`config.mk`:
```
export PLATFORM = sky130hd
export DESIGN_NAME = instruction_fetch_flat
export DESIGN_NICKNAME = d
export VERILOG_FILES = /design/src/rtl/instruction_fetch_if.sv /design/src/rtl/instruction_fetch.sv /design/src/flat_wrapper.sv
export SDC_FILE = /design/constraint.sdc
export NUM_CORES = 1
export LEC_CHECK = 0
export BUFFER_PORTS_ARGS = -buffer_cell sky130_fd_sc_hd__buf_2
export CORE_ASPECT_RATIO = 0.7
export CORE_UTILIZATION = 40
export DETAILED_ROUTE_END_ITERATION = 8
export HOLD_SLACK_MARGIN = 0.03
export PLACE_DENSITY = 0.68
export SYNTH_ARGS = -nofsm -noshare
export SYNTH_HDL_FRONTEND = slang
export SYNTH_SLANG_ARGS = --single-unit
```
`constraint.sdc`:
```
create_clock -name clk -period 2.4 [get_ports clk]
set_input_delay 0.36 -clock clk [delete_from_list [all_inputs] [get_ports clk]]
set_output_delay 0.36 -clock clk [all_outputs]
set_load 0.005 [all_outputs]
```
`src/rtl/instruction_fetch_if.sv`:
```
// Fetch-side bus: instruction memory read port, pipeline control inputs and the IF/ID outputs.
interface instruction_fetch_if #(
  parameter int INS_ADDRESS = 9,
  parameter int INS_W       = 32
);
  logic [INS_ADDRESS-1:0] pc_o;
  logic [INS_W-1:0]       imem_rd_i;
  logic                   stall_i;
  logic                   redirect_i;
  logic [INS_ADDRESS-1:0] redirect_pc_i;
  logic                   halt_i;
  logic                   if_valid_o;
  logic [INS_W-1:0]       if_instr_o;
  logic [INS_ADDRESS-1:0] if_pc_o;
  logic [INS_ADDRESS-1:0] if_pc_plus4_o;
  logic                   misalign_o;
  logic [15:0]            fetch_cnt_o;
  logic [1:0]             state_o;

  modport master (
    output pc_o, if_valid_o, if_instr_o, if_pc_o, if_pc_plus4_o,
           misalign_o, fetch_cnt_o, state_o,
    input  imem_rd_i, stall_i, redirect_i, redirect_pc_i, halt_i
  );

  modport slave (
    input  pc_o, if_valid_o, if_instr_o, if_pc_o, if_pc_plus4_o,
           misalign_o, fetch_cnt_o, state_o,
    output imem_rd_i, stall_i, redirect_i, redirect_pc_i, halt_i
  );
endinterface

```
`src/rtl/instruction_fetch.sv`:
```
// Fetch stage: owns the PC, reads the combinational instruction memory and
// registers the returned word into the IF/ID register.
module instruction_fetch #(
  parameter int                   INS_ADDRESS = 9,
  parameter int                   INS_W       = 32,
  parameter logic [INS_ADDRESS-1:0] RESET_PC  = '0
) (
  input logic           clk,
  input logic           rst_n,
  instruction_fetch_if.master bus
);

  localparam logic [1:0] BOOT = 2'd0;
  localparam logic [1:0] RUN  = 2'd1;
  localparam logic [1:0] HALT = 2'd2;

  localparam logic [INS_ADDRESS-1:0] FOUR = INS_ADDRESS'(4);

  logic [1:0]             state;
  logic [INS_ADDRESS-1:0] pc_p0;
  logic                   vld_p1;
  logic [INS_W-1:0]       instr_p1;
  logic [INS_ADDRESS-1:0] pc_p1;
  logic [INS_ADDRESS-1:0] pc_plus4_p1;
  logic                   misalign_p1;
  logic [15:0]            fetch_cnt;
  logic [INS_ADDRESS-1:0] target;

  // Wraps modulo 2^INS_ADDRESS by truncation to the PC width.
  function automatic logic [INS_ADDRESS-1:0] pc_add4(input logic [INS_ADDRESS-1:0] pc);
    return pc + FOUR;
  endfunction

  function automatic logic [15:0] sat_inc16(input logic [15:0] cnt);
    return (cnt == 16'hFFFF) ? cnt : cnt + 16'd1;
  endfunction

  // Misaligned targets are accepted with the low two bits dropped.
  assign target = {bus.redirect_pc_i[INS_ADDRESS-1:2], 2'b00};

  always_ff @(posedge clk) begin
    if (!rst_n) begin
      state       <= BOOT;
      pc_p0       <= RESET_PC;
      vld_p1      <= 1'b0;
      instr_p1    <= '0;
      pc_p1       <= '0;
      pc_plus4_p1 <= FOUR;
      misalign_p1 <= 1'b0;
      fetch_cnt   <= 16'd0;
    end else begin
      misalign_p1 <= 1'b0;
      case (state)
        BOOT: begin
          vld_p1 <= 1'b0;
          state  <= RUN;
          if (bus.redirect_i) begin
            pc_p0       <= target;
            misalign_p1 <= |bus.redirect_pc_i[1:0];
          end
        end
        RUN: begin
          if (bus.redirect_i) begin
            pc_p0       <= target;
            vld_p1      <= 1'b0;
            misalign_p1 <= |bus.redirect_pc_i[1:0];
          end else if (bus.stall_i) begin
            // Hold everything; halt is deferred until the stall clears.
          end else if (bus.halt_i) begin
            vld_p1 <= 1'b0;
            state  <= HALT;
          end else begin
            // IF/ID capture boundary
            instr_p1    <= bus.imem_rd_i;
            pc_p1       <= pc_p0;
            pc_plus4_p1 <= pc_add4(pc_p0);
            vld_p1      <= 1'b1;
            pc_p0       <= pc_add4(pc_p0);
            fetch_cnt   <= sat_inc16(fetch_cnt);
          end
        end
        HALT: begin
          vld_p1 <= 1'b0;
          if (bus.redirect_i) begin
            pc_p0       <= target;
            misalign_p1 <= |bus.redirect_pc_i[1:0];
            state       <= RUN;
          end
        end
        default: begin
          vld_p1 <= 1'b0;
          state  <= BOOT;
        end
      endcase
    end
  end

  assign bus.pc_o          = pc_p0;
  assign bus.if_valid_o    = vld_p1;
  assign bus.if_instr_o    = instr_p1;
  assign bus.if_pc_o       = pc_p1;
  assign bus.if_pc_plus4_o = pc_plus4_p1;
  assign bus.misalign_o    = misalign_p1;
  assign bus.fetch_cnt_o   = fetch_cnt;
  assign bus.state_o       = state;

endmodule

```
`src/flat_wrapper.sv`:
```
// flat-port wrapper written by rule: the top's interface ports become plain ports
module instruction_fetch_flat 
#(
  parameter int                   INS_ADDRESS = 9,
  parameter int                   INS_W       = 32,
  parameter logic [INS_ADDRESS-1:0] RESET_PC  = '0
)
  (clk, rst_n, bus_pc_o, bus_if_valid_o, bus_if_instr_o, bus_if_pc_o, bus_if_pc_plus4_o, bus_misalign_o, bus_fetch_cnt_o, bus_state_o, bus_imem_rd_i, bus_stall_i, bus_redirect_i, bus_redirect_pc_i, bus_halt_i);
  instruction_fetch_if #(.INS_ADDRESS(INS_ADDRESS), .INS_W(INS_W)) bus_i ();
  input logic clk;
  input logic rst_n;
  output wire logic [$bits(bus_i.pc_o)-1:0] bus_pc_o;
  output wire logic [$bits(bus_i.if_valid_o)-1:0] bus_if_valid_o;
  output wire logic [$bits(bus_i.if_instr_o)-1:0] bus_if_instr_o;
  output wire logic [$bits(bus_i.if_pc_o)-1:0] bus_if_pc_o;
  output wire logic [$bits(bus_i.if_pc_plus4_o)-1:0] bus_if_pc_plus4_o;
  output wire logic [$bits(bus_i.misalign_o)-1:0] bus_misalign_o;
  output wire logic [$bits(bus_i.fetch_cnt_o)-1:0] bus_fetch_cnt_o;
  output wire logic [$bits(bus_i.state_o)-1:0] bus_state_o;
  input wire logic [$bits(bus_i.imem_rd_i)-1:0] bus_imem_rd_i;
  input wire logic [$bits(bus_i.stall_i)-1:0] bus_stall_i;
  input wire logic [$bits(bus_i.redirect_i)-1:0] bus_redirect_i;
  input wire logic [$bits(bus_i.redirect_pc_i)-1:0] bus_redirect_pc_i;
  input wire logic [$bits(bus_i.halt_i)-1:0] bus_halt_i;
  assign bus_pc_o = bus_i.pc_o;
  assign bus_if_valid_o = bus_i.if_valid_o;
  assign bus_if_instr_o = bus_i.if_instr_o;
  assign bus_if_pc_o = bus_i.if_pc_o;
  assign bus_if_pc_plus4_o = bus_i.if_pc_plus4_o;
  assign bus_misalign_o = bus_i.misalign_o;
  assign bus_fetch_cnt_o = bus_i.fetch_cnt_o;
  assign bus_state_o = bus_i.state_o;
  assign bus_i.imem_rd_i = bus_imem_rd_i;
  assign bus_i.stall_i = bus_stall_i;
  assign bus_i.redirect_i = bus_redirect_i;
  assign bus_i.redirect_pc_i = bus_redirect_pc_i;
  assign bus_i.halt_i = bus_halt_i;
  instruction_fetch #(.INS_ADDRESS(INS_ADDRESS), .INS_W(INS_W), .RESET_PC(RESET_PC)) u_core (.clk(clk), .rst_n(rst_n), .bus(bus_i));
endmodule
```
==> results_dict.tcl <==
set metrics [dict create \
    status "completed" \
    cp_max_fo 20 \
    powerDensity_nw_per_um2 606.0 \
    path_cells "nor4b_4 -> nand2b_2 -> or4_1 -> a21oi_1" \
    grt_pass1_wl_um 13120 \
    wl_per_cell_um 13.74 \
    clockBufferDepth 2 \
    required_ns 2.68 \
    io_buffers 118 \
    netlist_area_um2 3146 \
    syn-mean-instance-area_um2 8.149 \
    post_cts_buffers 0 \
    final_common_cell "buf_2" \
    insertedDiodeCount 0 \
    cp-start-kind "register" \
    rsz0062_at_grt "no" \
    max-cap-violations 0 \
    nNetsFinal 546 \
    num_rows 26 \
    finClkSkew_ns 0.005980 \
    swShare_pct 23.56 \
    cts_root_buffer "clkbuf_8" \
    fin_crit_ns 1.917 \
    clockPowerShare_pct 39.9 \
    crit_path_max_incr_delay_ns 0.57 \
    period_share_pct 79.87 \
    path_buf_inv 0 \
    layout_common_cells "buf_2, nand2_1, dfxtp_1" \
    cts.reportedPaths.clkPinSlew_ns 0.08 \
    drc 0 \
    max_slew_margin_pct 50.30 \
    worstReg2RegEnd "u_core.bus.fetch_cnt_o[4]$_SDFFE_PN0P_" \
    clk_latency_ns 0.34 \
    start_util_pct 42.22 \
    critPathLaunch "u_core.bus.state_o[0]$_SDFFE_PN0P_" \
    cts_resized 0 \
    synth_ff_type "dfxtp_1" \
    hold_viol_final 0 \
    power.internal_mw 1.854 \
    async_reset_ff_share_pct 0 \
    final_cells 600 \
    netlist_instances 386 \
    crit_type "reg2reg" \
    cts.sinks 73 \
    p_leak_nw 1.716 \
    cts_tree "done" \
    cts_inserted_buffers 9 \
    wirelength_um 8241 \
    finalSetupTns_ns 0 \
    drive_gt1_share_pct 29.68 \
    reg2reg_from "u_core.bus.state_o[0]$_SDFFE_PN0P_" \
    maxSlewViolCount 0 \
    setup_viol_count_final 0 \
    htreeDepth 3 \
    dieArea_um2 8228 \
    via_per_inst 5.155 \
    drtPass1Iterations 4 \
    drt_iter0_drc 182 \
    ys_seq_elements 73 \
    endpoint "u_core.bus.fetch_cnt_o[4]$_SDFFE_PN0P_" \
    ant_nets 0 \
    gp_congestion 0.8253 \
    path_delay_family "simple AND/OR/NAND/NOR gates" \
    ir_drop_uv 407.7 \
    dp_hpwl_um 5896 \
    yosysWarnings 0 \
    synth_area_leaders "dfxtp_1, nand2_1, a21oi_1, nand3_1, mux2i_1" \
    place_inst 585 \
    critPathCaptureType "register" \
    antenna_found_initial 0 \
    synthToLayoutAreaGrowth_pct 27.25 \
    crit_arrival_ns 2.20 \
    synth_top_cell_by_area "dfxtp_1" \
    grt.total_usage_pct 20.38 \
    yosys.area.top_type_share_pct 46.46 \
    die_y_um 76.20 \
    die_w_um 108.0 \
    worst_pin_slew_ns 0.7378 \
    hp-class "in2reg" \
    grt_pass1_vias 2800 \
    vias 3093 \
    comb_power_share_pct 8.0 \
    p_sw_mw 0.5714 \
    grt_start_max_net_pins 55 \
    pwr-share-seq_pct 52.1 \
    reg2regPathDepth 4 \
    synth-seq-area-share_pct 46.46 \
    grt_remaining_overflow 0 \
    ios 125 \
    crit_path_top_delay_cell "or4_1" \
    cts-hold-fix-buffers 0 \
    cp.depth 4 \
    r2r_slack_ns 0.48 \
    coreArea_um2 7450 \
    max_freq_ghz 0.5217 \
    synth_edf_count 0 \
    ys_types 52 \
]
flip-flops by register name, summed over array words and instances (netlist names):
register and flops:
u_core.bus.fetch_cnt_o 16, u_core.bus.if_instr_o 32, u_core.bus.pc_o 7, u_core.bus.if_valid_o 1, u_core.bus.misalign_o 1, u_core.bus.if_pc_o 7
u_core.bus.state_o 2, u_core.bus.if_pc_plus4_o 7
worst min-delay path, cell delays in order:
cell and delay (ns):
buf_2 0.10, nand2_1 0.04, a21oi_1 0.05
worst min-delay path by stage:
stage,start,to,slack (ns),cells after the start
finish,bus_imem_rd_i[21],u_core.bus.if_instr_o[21]$_SDFFE_PN0P_,0.25,3
global route,bus_imem_rd_i[22],u_core.bus.if_instr_o[22]$_SDFFE_PN0P_,0.23,3
CTS,bus_imem_rd_i[22],u_core.bus.if_instr_o[22]$_SDFFE_PN0P_,0.22,3
detailed placement,u_core.bus.if_instr_o[11]$_SDFFE_PN0P_,u_core.bus.if_instr_o[11]$_SDFFE_PN0P_,0.45,2
global placement,u_core.bus.if_instr_o[0]$_SDFFE_PN0P_,u_core.bus.if_instr_o[0]$_SDFFE_PN0P_,0.44,2
floorplan,u_core.bus.if_instr_o[0]$_SDFFE_PN0P_,u_core.bus.if_instr_o[0]$_SDFFE_PN0P_,0.45,2
stage by stage:
stage	power, mW	cell area, µm²	hold WS [ns]	setup WS, ns	util, %
floorplan	1.398	3164	0.4527	0.5918	-
global placement	1.483	3807	0.4385	0.4147	51.11
detailed placement	1.488	3807	0.4457	0.3766	51.11
CTS	2.457	4003	0.2249	0.4551	53.73
global route	2.528	4003	0.2337	0.2641	53.73
finish	2.426	4003	0.2470	0.4831	53.73
layout make-up:
cell class,instances,area [µm²]
clock buffers,12,155.1
clock inverters,3,40.04
fillers,735,3447
inverters,5,18.77
multi-input cells,281,1526
flip-flops and latches,73,1461
well taps,98,122.6
repair buffers,128,678.2
power groups by stage:
stage | Clock [mW] | Combinational, mW | Sequential (mW)
finish | 0.967 | 0.195 | 1.26
global route | 1.04 | 0.218 | 1.27
CTS | 0.997 | 0.197 | 1.26
detailed placement | 0 | 0.196 | 1.29
global placement | 0 | 0.193 | 1.29
floorplan | 0 | 0.107 | 1.29
cell families (layout without fill, tap and decap cells):
family,after synthesis,after routing,share of synthesized area (%)
AOI/OAI and AO/OA,91,91,17.14
xor gates and xnor gates,5,5,1.392
adders and majority gates,2,2,0.7954
buffers and inverters,37,148,5.847
DFF,73,73,46.46
muxes,6,6,1.909
other,1,6,0.1192
and+or+nand+nor,171,171,26.33
layer usage:
metal  up-vias  part of all wire, %  GRT usage [%]
li1       1563                    -              -
met1      1418                   47          25.73
met2       104                   44          32.04
met3         8                  7.4          7.100
met4         0                  1.0          7.123
met5         -                    0              0
synthesized netlist by cell type (all sizes together), types with 2 or more instances:
library cell  instances
a31oi                 2
clkbuf               16
and4                  3
inv                   5
nor2                  7
nand2b                8
nand4                 5
o21bai                2
buf                  16
nor3b                 2
xnor2                 2
and3                  2
o31ai                 8
a21oi                56
nand3                13
dfxtp                73
nor4                  7
nand2               104
or3                   4
o211ai                2
nor3                  3
o21ai                 7
mux2i                 6
ha                    2
or4                   6
xor2                  3
o32ai                 2
a211oi                3
(Power assumes the default switching activity.)
